===== config.mk =====
export PLATFORM = sky130hd
export DESIGN_NAME = div_arbiter
export DESIGN_NICKNAME = d
export VERILOG_FILES = /design/src/rtl/div_arbiter.sv
export SDC_FILE = /design/constraint.sdc
export NUM_CORES = 1
export LEC_CHECK = 0
export BUFFER_PORTS_ARGS = -buffer_cell sky130_fd_sc_hd__buf_2
export CAP_MARGIN = 15
export CORE_MARGIN = 1
export CORE_UTILIZATION = 53
export CTS_CLUSTER_SIZE = 30
export DETAILED_ROUTE_END_ITERATION = 8
export GPL_ROUTABILITY_DRIVEN = 0
export PLACE_DENSITY = 0.95
export SLEW_MARGIN = 20
export SYNTH_ARGS = -nofsm -noshare
export SYNTH_HDL_FRONTEND = slang
export SYNTH_SLANG_ARGS = --single-unit

===== constraint.sdc =====
create_clock -name clk -period 5.7 [get_ports clk]
set_input_delay 0.57 -clock clk [delete_from_list [all_inputs] [get_ports clk]]
set_output_delay 0.57 -clock clk [all_outputs]
set_load 0.005 [all_outputs]

===== src/rtl/div_arbiter.sv =====
`default_nettype none
// ============================================================================
// div_arbiter: round-robin sequencer sharing one divider among NREQ requesters
// Revision: 1.0
// ============================================================================
module div_arbiter #(
    parameter int NREQ    = 4,
    parameter int W       = 16,
    parameter int TIMEOUT = 80,
    parameter int IDW     = $clog2(NREQ)
) (
    input  logic              clk,
    input  logic              rst,
    input  logic [NREQ-1:0]   req_valid,
    input  logic [NREQ*W-1:0] req_a,
    input  logic [NREQ*W-1:0] req_b,
    output logic [NREQ-1:0]   req_ready,
    output logic              rsp_valid,
    output logic [IDW-1:0]    rsp_id,
    output logic [W-1:0]      rsp_q,
    output logic [W-1:0]      rsp_r,
    output logic [1:0]        rsp_err,
    input  logic              rsp_ack,
    output logic              div_start,
    output logic [W-1:0]      div_a,
    output logic [W-1:0]      div_b,
    input  logic              div_ready,
    input  logic              div_done,
    input  logic [W-1:0]      div_q,
    input  logic [W-1:0]      div_r,
    output logic              busy
);

    localparam int WD_W = $clog2(TIMEOUT + 1);

    localparam logic [1:0]     c_ERR_OK   = 2'b00;
    localparam logic [1:0]     c_ERR_DIV0 = 2'b01;
    localparam logic [1:0]     c_ERR_TMO  = 2'b10;
    localparam logic [IDW:0]   c_NREQ     = (IDW+1)'(NREQ);
    localparam logic [IDW-1:0] c_LAST_RST = IDW'(NREQ - 1);
    localparam logic [WD_W-1:0] c_WD_LOAD = WD_W'(TIMEOUT);
    localparam logic [WD_W-1:0] c_WD_ONE  = WD_W'(1);

    typedef enum logic [1:0] {
        S_IDLE  = 2'd0,
        S_ISSUE = 2'd1,
        S_WAIT  = 2'd2,
        S_RESP  = 2'd3
    } state_t;

    state_t          r_state;
    state_t          w_state_nxt;
    logic [IDW-1:0]  r_last;
    logic [IDW-1:0]  r_idx;
    logic [WD_W-1:0] r_wd;

    logic [IDW-1:0]  w_win;
    logic            w_win_vld;
    logic            w_grant;
    logic            w_wd_expire;
    logic [W-1:0]    w_sel_a;
    logic [W-1:0]    w_sel_b;
    logic [W-1:0]    w_a_arr [NREQ];
    logic [W-1:0]    w_b_arr [NREQ];

    for (genvar gi = 0; gi < NREQ; gi++) begin : g_unpack
        assign w_a_arr[gi] = req_a[gi*W +: W];
        assign w_b_arr[gi] = req_b[gi*W +: W];
    end

    // Scan from the farthest candidate down so the nearest valid index after
    // r_last is the one left standing.
    always_comb begin : arb
        logic [IDW:0] v_sum;
        w_win     = '0;
        w_win_vld = 1'b0;
        v_sum     = '0;
        for (int k = NREQ; k >= 1; k--) begin
            v_sum = {1'b0, r_last} + (IDW+1)'(k);
            if (v_sum >= c_NREQ) begin
                v_sum = v_sum - c_NREQ;
            end
            if (req_valid[v_sum[IDW-1:0]]) begin
                w_win     = v_sum[IDW-1:0];
                w_win_vld = 1'b1;
            end
        end
    end

    assign w_sel_a     = w_a_arr[w_win];
    assign w_sel_b     = w_b_arr[w_win];
    // Gated by rst so req_ready is also quiet while reset is held.
    assign w_grant     = rst && (r_state == S_IDLE) && w_win_vld && div_ready;
    assign w_wd_expire = (r_wd <= c_WD_ONE);

    always_ff @(posedge clk or negedge rst) begin
        if (!rst) begin
            r_state <= S_IDLE;
        end else begin
            r_state <= w_state_nxt;
        end
    end

    always_comb begin
        w_state_nxt = r_state;
        req_ready   = '0;
        div_start   = 1'b0;
        case (r_state)
            S_IDLE: begin
                if (w_grant) begin
                    req_ready[w_win] = 1'b1;
                    w_state_nxt      = (w_sel_b == '0) ? S_RESP : S_ISSUE;
                end
            end
            S_ISSUE: begin
                div_start   = 1'b1;
                w_state_nxt = S_WAIT;
            end
            S_WAIT: begin
                if (div_done || w_wd_expire) begin
                    w_state_nxt = S_RESP;
                end
            end
            S_RESP: begin
                if (rsp_ack) begin
                    w_state_nxt = S_IDLE;
                end
            end
            default: w_state_nxt = S_IDLE;
        endcase
    end

    always_ff @(posedge clk or negedge rst) begin
        if (!rst) begin
            r_last  <= c_LAST_RST;
            r_idx   <= '0;
            r_wd    <= '0;
            div_a   <= '0;
            div_b   <= '0;
            rsp_q   <= '0;
            rsp_r   <= '0;
            rsp_err <= c_ERR_OK;
        end else begin
            case (r_state)
                S_IDLE: begin
                    if (w_grant) begin
                        r_idx <= w_win;
                        div_a <= w_sel_a;
                        div_b <= w_sel_b;
                        if (w_sel_b == '0) begin
                            rsp_q   <= '0;
                            rsp_r   <= '0;
                            rsp_err <= c_ERR_DIV0;
                        end
                    end
                end
                S_ISSUE: begin
                    r_wd <= c_WD_LOAD;
                end
                S_WAIT: begin
                    // A done pulse in the expiry cycle still counts as success.
                    if (div_done) begin
                        rsp_q   <= div_q;
                        rsp_r   <= div_r;
                        rsp_err <= c_ERR_OK;
                    end else if (w_wd_expire) begin
                        rsp_q   <= '0;
                        rsp_r   <= '0;
                        rsp_err <= c_ERR_TMO;
                        r_wd    <= '0;
                    end else begin
                        r_wd <= r_wd - c_WD_ONE;
                    end
                end
                S_RESP: begin
                    if (rsp_ack) begin
                        r_last <= r_idx;
                    end
                end
                default: ;
            endcase
        end
    end

    assign rsp_valid = (r_state == S_RESP);
    assign rsp_id    = r_idx;
    assign busy      = (r_state != S_IDLE);

endmodule
`default_nettype wire


# Word level (Yosys, flattened, before mapping)
# Index checks and enable logic that the tools add are counted.
[word_totals]
wordCells = 106
inputBits = 169
regBits = 79
out_inout_bits = 75
[op_classes]
eq_ne = 9
reduce_logical = 15
mux = 51
bitwise = 1
magnitude_cmp = 12
n_addsub = 9
[op_table]
columns = ["op", "n"]
rows = [
  ["$mux 16", 9],
  ["$bmux 16 s2", 2],
  ["$pmux 16 s2", 2],
  ["$mux 2", 16],
  ["$logic_not 16->1", 1],
  ["$ge 3x3->1 const B", 5],
  ["$lt 2x3->1 const B", 5],
  ["$mux 7", 2],
  ["$pmux 7 s2", 1],
  ["$mux 1", 10],
  ["$bmux 1 s2", 4],
  ["$mux 4", 2],
  ["$pmux 2 s4", 1],
  ["$sub 2x1->2 const B", 4],
  ["$le 7x1->1 const B", 1],
  ["$sub 7x1->7 const B", 1],
  ["$add 2x2->3 const B", 2],
  ["$ne 2x2->1 const B", 3],
  ["$reduce_and 2->1", 3],
  ["$reduce_bool 2->1", 3],
  ["$eq 2x2->1 const B", 2],
  ["$logic_and 1x1->1", 4],
  ["$ne 2x1->1 const B", 2],
  ["$pmux 2 s2", 1],
  ["11 further kinds", 11],
]

# Depth between registers and ports, before layout
[depth]
ltp_word = 17
depth_mapped = 12
ltp_nobuf = 9

# Least setup slack after synthesis
# OpenSTA, ideal clock, no wires.
[synth_path]
path_kind = "input to register"
startpoint = "in req_valid[0]"
endpoint = "reg rsp_r[10]"
required_ns = 5.568
n_path_buf = 3
t_arrival_ns = 2.842
setup_ns = 0.132
cell_stages = 11
slack_ns = 2.726
cell_sequence = "o21a_1 o21ai_1 clkbuf_1 a21boi_0 a211oi_1 o22ai_1 nor4_2 and2_1 buf_4 buf_12 o211ai_1"
[synth_via]
elab_chain_len = 13
word_cells_on_any_way = 26
classes_between = "2 x eq/ne; 19 x mux; 1 x bitwise; 4 x reduce/logical"
[synth_rtl]
columns = ["element", "line_no", "text"]
rows = [
  ["start: declaration", "14", "input logic [NREQ-1:0] req_valid,"],
  ["$bmux 1 s2", "83", "if (req_valid[v_sum[IDW-1:0]]) begin"],
  ["$mux 1 (not written as such)", "83", ""],
  ["$mux 2 (4 in a row)", "83", ""],
  ["$not 2->3 (not written as such)", "91", "assign w_sel_b = w_b_arr[w_win];"],
  ["$bmux 16 s2", "91", ""],
  ["$mux 16 (not written as such) (2 in a row)", "91", ""],
  ["$logic_not 16->1", "150", "if (w_sel_b == '0) begin"],
  ["$ne 2x1->1 (no source line)", "n/a", ""],
  ["$reduce_and 4->1 (no source line) (*)", "n/a", ""],
  ["end signal: assignment", "164", "rsp_r <= div_r;"],
  ["end: declaration", "21", "output logic [W-1:0] rsp_r,"],
]
# Every way passes the cells marked *; elsewhere a longest branch is shown, timed or not. The select of a mux whose other input is x is not followed.
# A chain may end at the register's enable or synchronous reset.

# Worst setup path in the final report
[layout_path]
startpoint = "reg r_last[1]"
endpoint = "reg rsp_q[9]"
[layout_via]
elab_chain_len = 16
word_cells_on_any_way = 42
classes_between = "8 x add/sub; 4 x order compare; 2 x eq/ne; 23 x mux; 1 x bitwise; 4 x reduce/logical"
[layout_rtl]
columns = ["element", "line_no", "text"]
rows = [
  ["start: declaration", "53", "logic [IDW-1:0] r_last;"],
  ["start signal: assignment", "135", "r_last <= c_LAST_RST;"],
  ["start signal: assignment", "177", "r_last <= r_idx;"],
  ["$add 2x3->3", "79", "v_sum = {1'b0, r_last} + (IDW+1)'(k);"],
  ["$ge 3x3->1 or $sub 2x1->2 (tied branches)", "80, 81", ""],
  ["$mux 2", "80", "if (v_sum >= c_NREQ) begin"],
  ["$bmux 1 s2", "83", ""],
  ["$mux 1 (not written as such)", "83", ""],
  ["$mux 2 (4 in a row)", "83", ""],
  ["$not 2->3 (not written as such)", "91", ""],
  ["$bmux 16 s2", "91", ""],
  ["$mux 16 (not written as such) (2 in a row)", "91", ""],
  ["$logic_not 16->1", "150", ""],
  ["$ne 2x1->1 (no source line)", "n/a", ""],
  ["$reduce_and 4->1 (no source line) (*)", "n/a", ""],
  ["end signal: assignment", "163", "rsp_q <= div_q;"],
  ["end: declaration", "20", "output logic [W-1:0] rsp_q,"],
]
# Marks and branches as above.

==> summary.txt <==
Clock network
  • Hold buffer count at CTS: 0
  • CTS H-tree lvls: 3
  • Num CTS Buffers: 9
  • Post-CTS setup buffers: 0
  • Longest Clk Path Bufs: 2
  • Worst-skew pair later-pin latency: 0.35 ns
  • Post-CTS Resized: 0
  • TritonCTS clock tree: yes
  • CTS root buf: clkbuf_8
  • Clock sink count: 79
  • Clock transition at path regs: 0.09 ns

Global route
  • Gr busiest metal: met2
  • Global route total overflow: 0
  • Routing usage on met3: 0.0588
  • First-pass GRT wire length: 27,800 µm
  • Vias in the first global route: 6,045
  • Initial antenna violation count: 0
  • Largest net degree at the start of global routing: 97
  • Met2 GRT Util: 0.537
  • GRT Total Usage: 0.310
  • GRT met1 Usage: 0.372

Critical path
  • CP startpoint kind: flop
  • Crit Path Class: flop to flop
  • Element type at the critical path end: flop
  • CP max FO: 36
  • CP required: 5.89 ns
  • Critical path arrival: 4.85 ns

Yosys
  • Post-synthesis cell type count: 49
  • Post-Syn Area: 5660 µm²
  • Seq/Total Area, Yosys: 0.350
  • Synth async-reset ratio: 1.00
  • Post-synth top flop: dfrtp_1
  • Synthesis-stage register bit count: 79
  • Share of the synthesized area in the top cell type: 0.341
  • Mapped Nets: 924
  • Synth warnings: 0
  • Top cells by area, synth: dfrtp_1 (34%), nand2_1 (15%), nand3_1 (6.2%)
  • Synth Area per Inst: 7.55 µm²
  • Area leader, netlist: dfrtp_1
  • Number of synthesized flops with an enable pin: 0
  • Mapped Cells: 749

STA
  • Final period utilization: 0.818
  • PnR worst setup slack: 1.04 ns
  • Worst slew margin: 0.278
  • Max Slew Vio Count: 0
  • Final setup violation count: 0
  • Final hold vios: 0
  • RSZ-0062 raised after global routing: false
  • Fin crit period: 4.66 ns
  • Max Fclk: 214 MHz
  • Clk_skew: 0.0177 ns
  • TNS Setup: 0 ns
  • Tightest Pin Transition: 1.08 ns

Job
  • Max-cap viol count: 0

Routing
  • WL per Instance: 15.6 µm
  • First-pass DRT Iterations: 7
  • Via count: 6,392
  • Starting DRT DRC Count: 520
  • Final ANT Viol Nets: 0
  • Total Routed Length: 17,100 µm
  • # DRC: 0
  • Via density per instance: 5.86

Layout
  • Fin nets: 1,125
  • Number of fill cells: 901
  • Layout Cells excl Fill: 1,090
  • Antenna Cells: 0
  • Syn-to-layout area delta: 23.8%
  • Share of cells above drive strength 1: 0.321

Pwr
  • Max VDD drop: 231 µV
  • Pleak: 3.26 nW
  • Pwr dens: 477 nW/µm²
  • Total power: 3.34 mW

Placement
  • IO buf count: 243
  • Dpl hpwl: 12,200 µm
  • Placed cell count: 1,075
  • Place WS: 1.02 ns

Outcome
  • Outcome: finished, final reports clean

Min path
  • Worst min path class: primary input to async pin

Floorplanning
  • Die ar.: 11,100 µm²
  • Io pins: 244
  • Initial Utilization: 0.548
  • Vert. Die Dim: 105 µm
  • Die W: 105 µm
  • Core Region: 10,300 µm²
  • Row count: 37
synth_stat cells, types with 2 or more instances:
master	count
mux2_2	3
dfrtp_1	77
nor2b_1	3
dfstp_2	2
buf_1	2
buf_12	3
nand2b_1	5
o21ai_0	61
a21boi_0	14
clkbuf_1	38
buf_4	8
a211oi_1	30
dlygate4sd3_1	8
nor2_1	44
and3_1	16
buf_6	2
a2111oi_0	2
buf_2	3
o211ai_1	13
inv_1	8
ha_1	6
a221oi_1	2
nor3_1	7
nand3_1	70
o22ai_1	8
o211ai_2	21
nand2_1	222
a31oi_1	34
and2_1	3
o31ai_1	15
area by class of cell:
type                       instances  area, µm²  area share
clock inverter                     5        108      0.0154
sequential                        79       1980       0.283
inverter                           8       30.0     0.00429
clock buffer                      10        128      0.0182
timing repair buffer             255       1310       0.187
tap                              136        170      0.0243
multi-input combinational        597       3280       0.468
layer usage:
metal,part of all wire,vias up
met5,0,-
met4,0.033,0
met3,0.082,51
met2,0.50,355
met1,0.39,2938
li1,-,3048
cells by family (layout without fill, tap and decap cells):
logic type	after synthesis	after routing	synth area share
multiplexers	5	5	0.0117
AO/OA/AOI/OAI	209	209	0.263
flip-flops	79	79	0.350
adder cells (fa/ha/maj)	6	6	0.0133
AND/OR/NAND/NOR	376	376	0.285
XOR/XNOR	1	1	0.00155
buffers and inverters	73	278	0.0754
flip-flops by register name (all words and copies together) (netlist names):
signal,flops
div_b,16
r_wd,7
rsp_id,2
r_last,2
rsp_q,16
div_a,16
rsp_r,16
r_state,2
rsp_err,2
power by group:
part           leakage [nW]  internal [mW]  switching [mW]
sequential            0.876          0.824           0.227
clock                 0.117          0.290           0.206
combinational          2.27          0.719            1.07
total                  3.26           1.83            1.51
critical path: stages (launching register included):
cell and delay [ns]:
dfstp_2 0.59, nand2_1 0.08, a31oi_2 0.87, nand2_2 0.42
a2111oi_0 0.66, o22ai_1 0.28, nor4_4 0.19, buf_4 0.39
and2_2 0.81, o211ai_1 0.20
cells in the final DEF, fill, tap and decap left out, types with 5 or more instances in the layout:
master,n
nand2_1,221
a21boi_0,14
dfrtp_1,77
nand2b_1,5
buf_4,12
nor3_1,7
o211ai_2,21
ha_1,6
nand3_1,70
a31oi_1,33
o31ai_1,15
buf_2,242
o22ai_1,8
o211ai_1,13
a211oi_1,30
and3_1,16
inv_1,8
nor2_1,43
o21ai_0,61
clkbuf_8,9
stage by stage:
step | area [µm²] | util | hold WS (ns)
6_report | 7000 | 0.678 | 0.368
5_1_grt | 7000 | 0.678 | 0.405
4_1_cts | 7000 | 0.678 | 0.485
3_5_place_dp | 6760 | 0.655 | 0.466
3_3_place_gp | 6760 | 0.655 | 0.457
2_1_floorplan | 5660 | - | 0.274
final timing paths:
kind                            from         to  slack [ns]  cells past startpoint
max                        r_last[1]   rsp_q[9]        1.04                      9
min                              rst   rsp_r[8]        0.37                      2
max reg2reg                r_last[1]   rsp_q[9]        1.04                      9
min reg2reg                div_a[14]  div_a[14]        0.48                      2
max in group asynchronous        rst    r_wd[0]        4.81                      2
min in group clk           div_a[14]  div_a[14]        0.48                      2
Power figures use the tool's default switching activity.
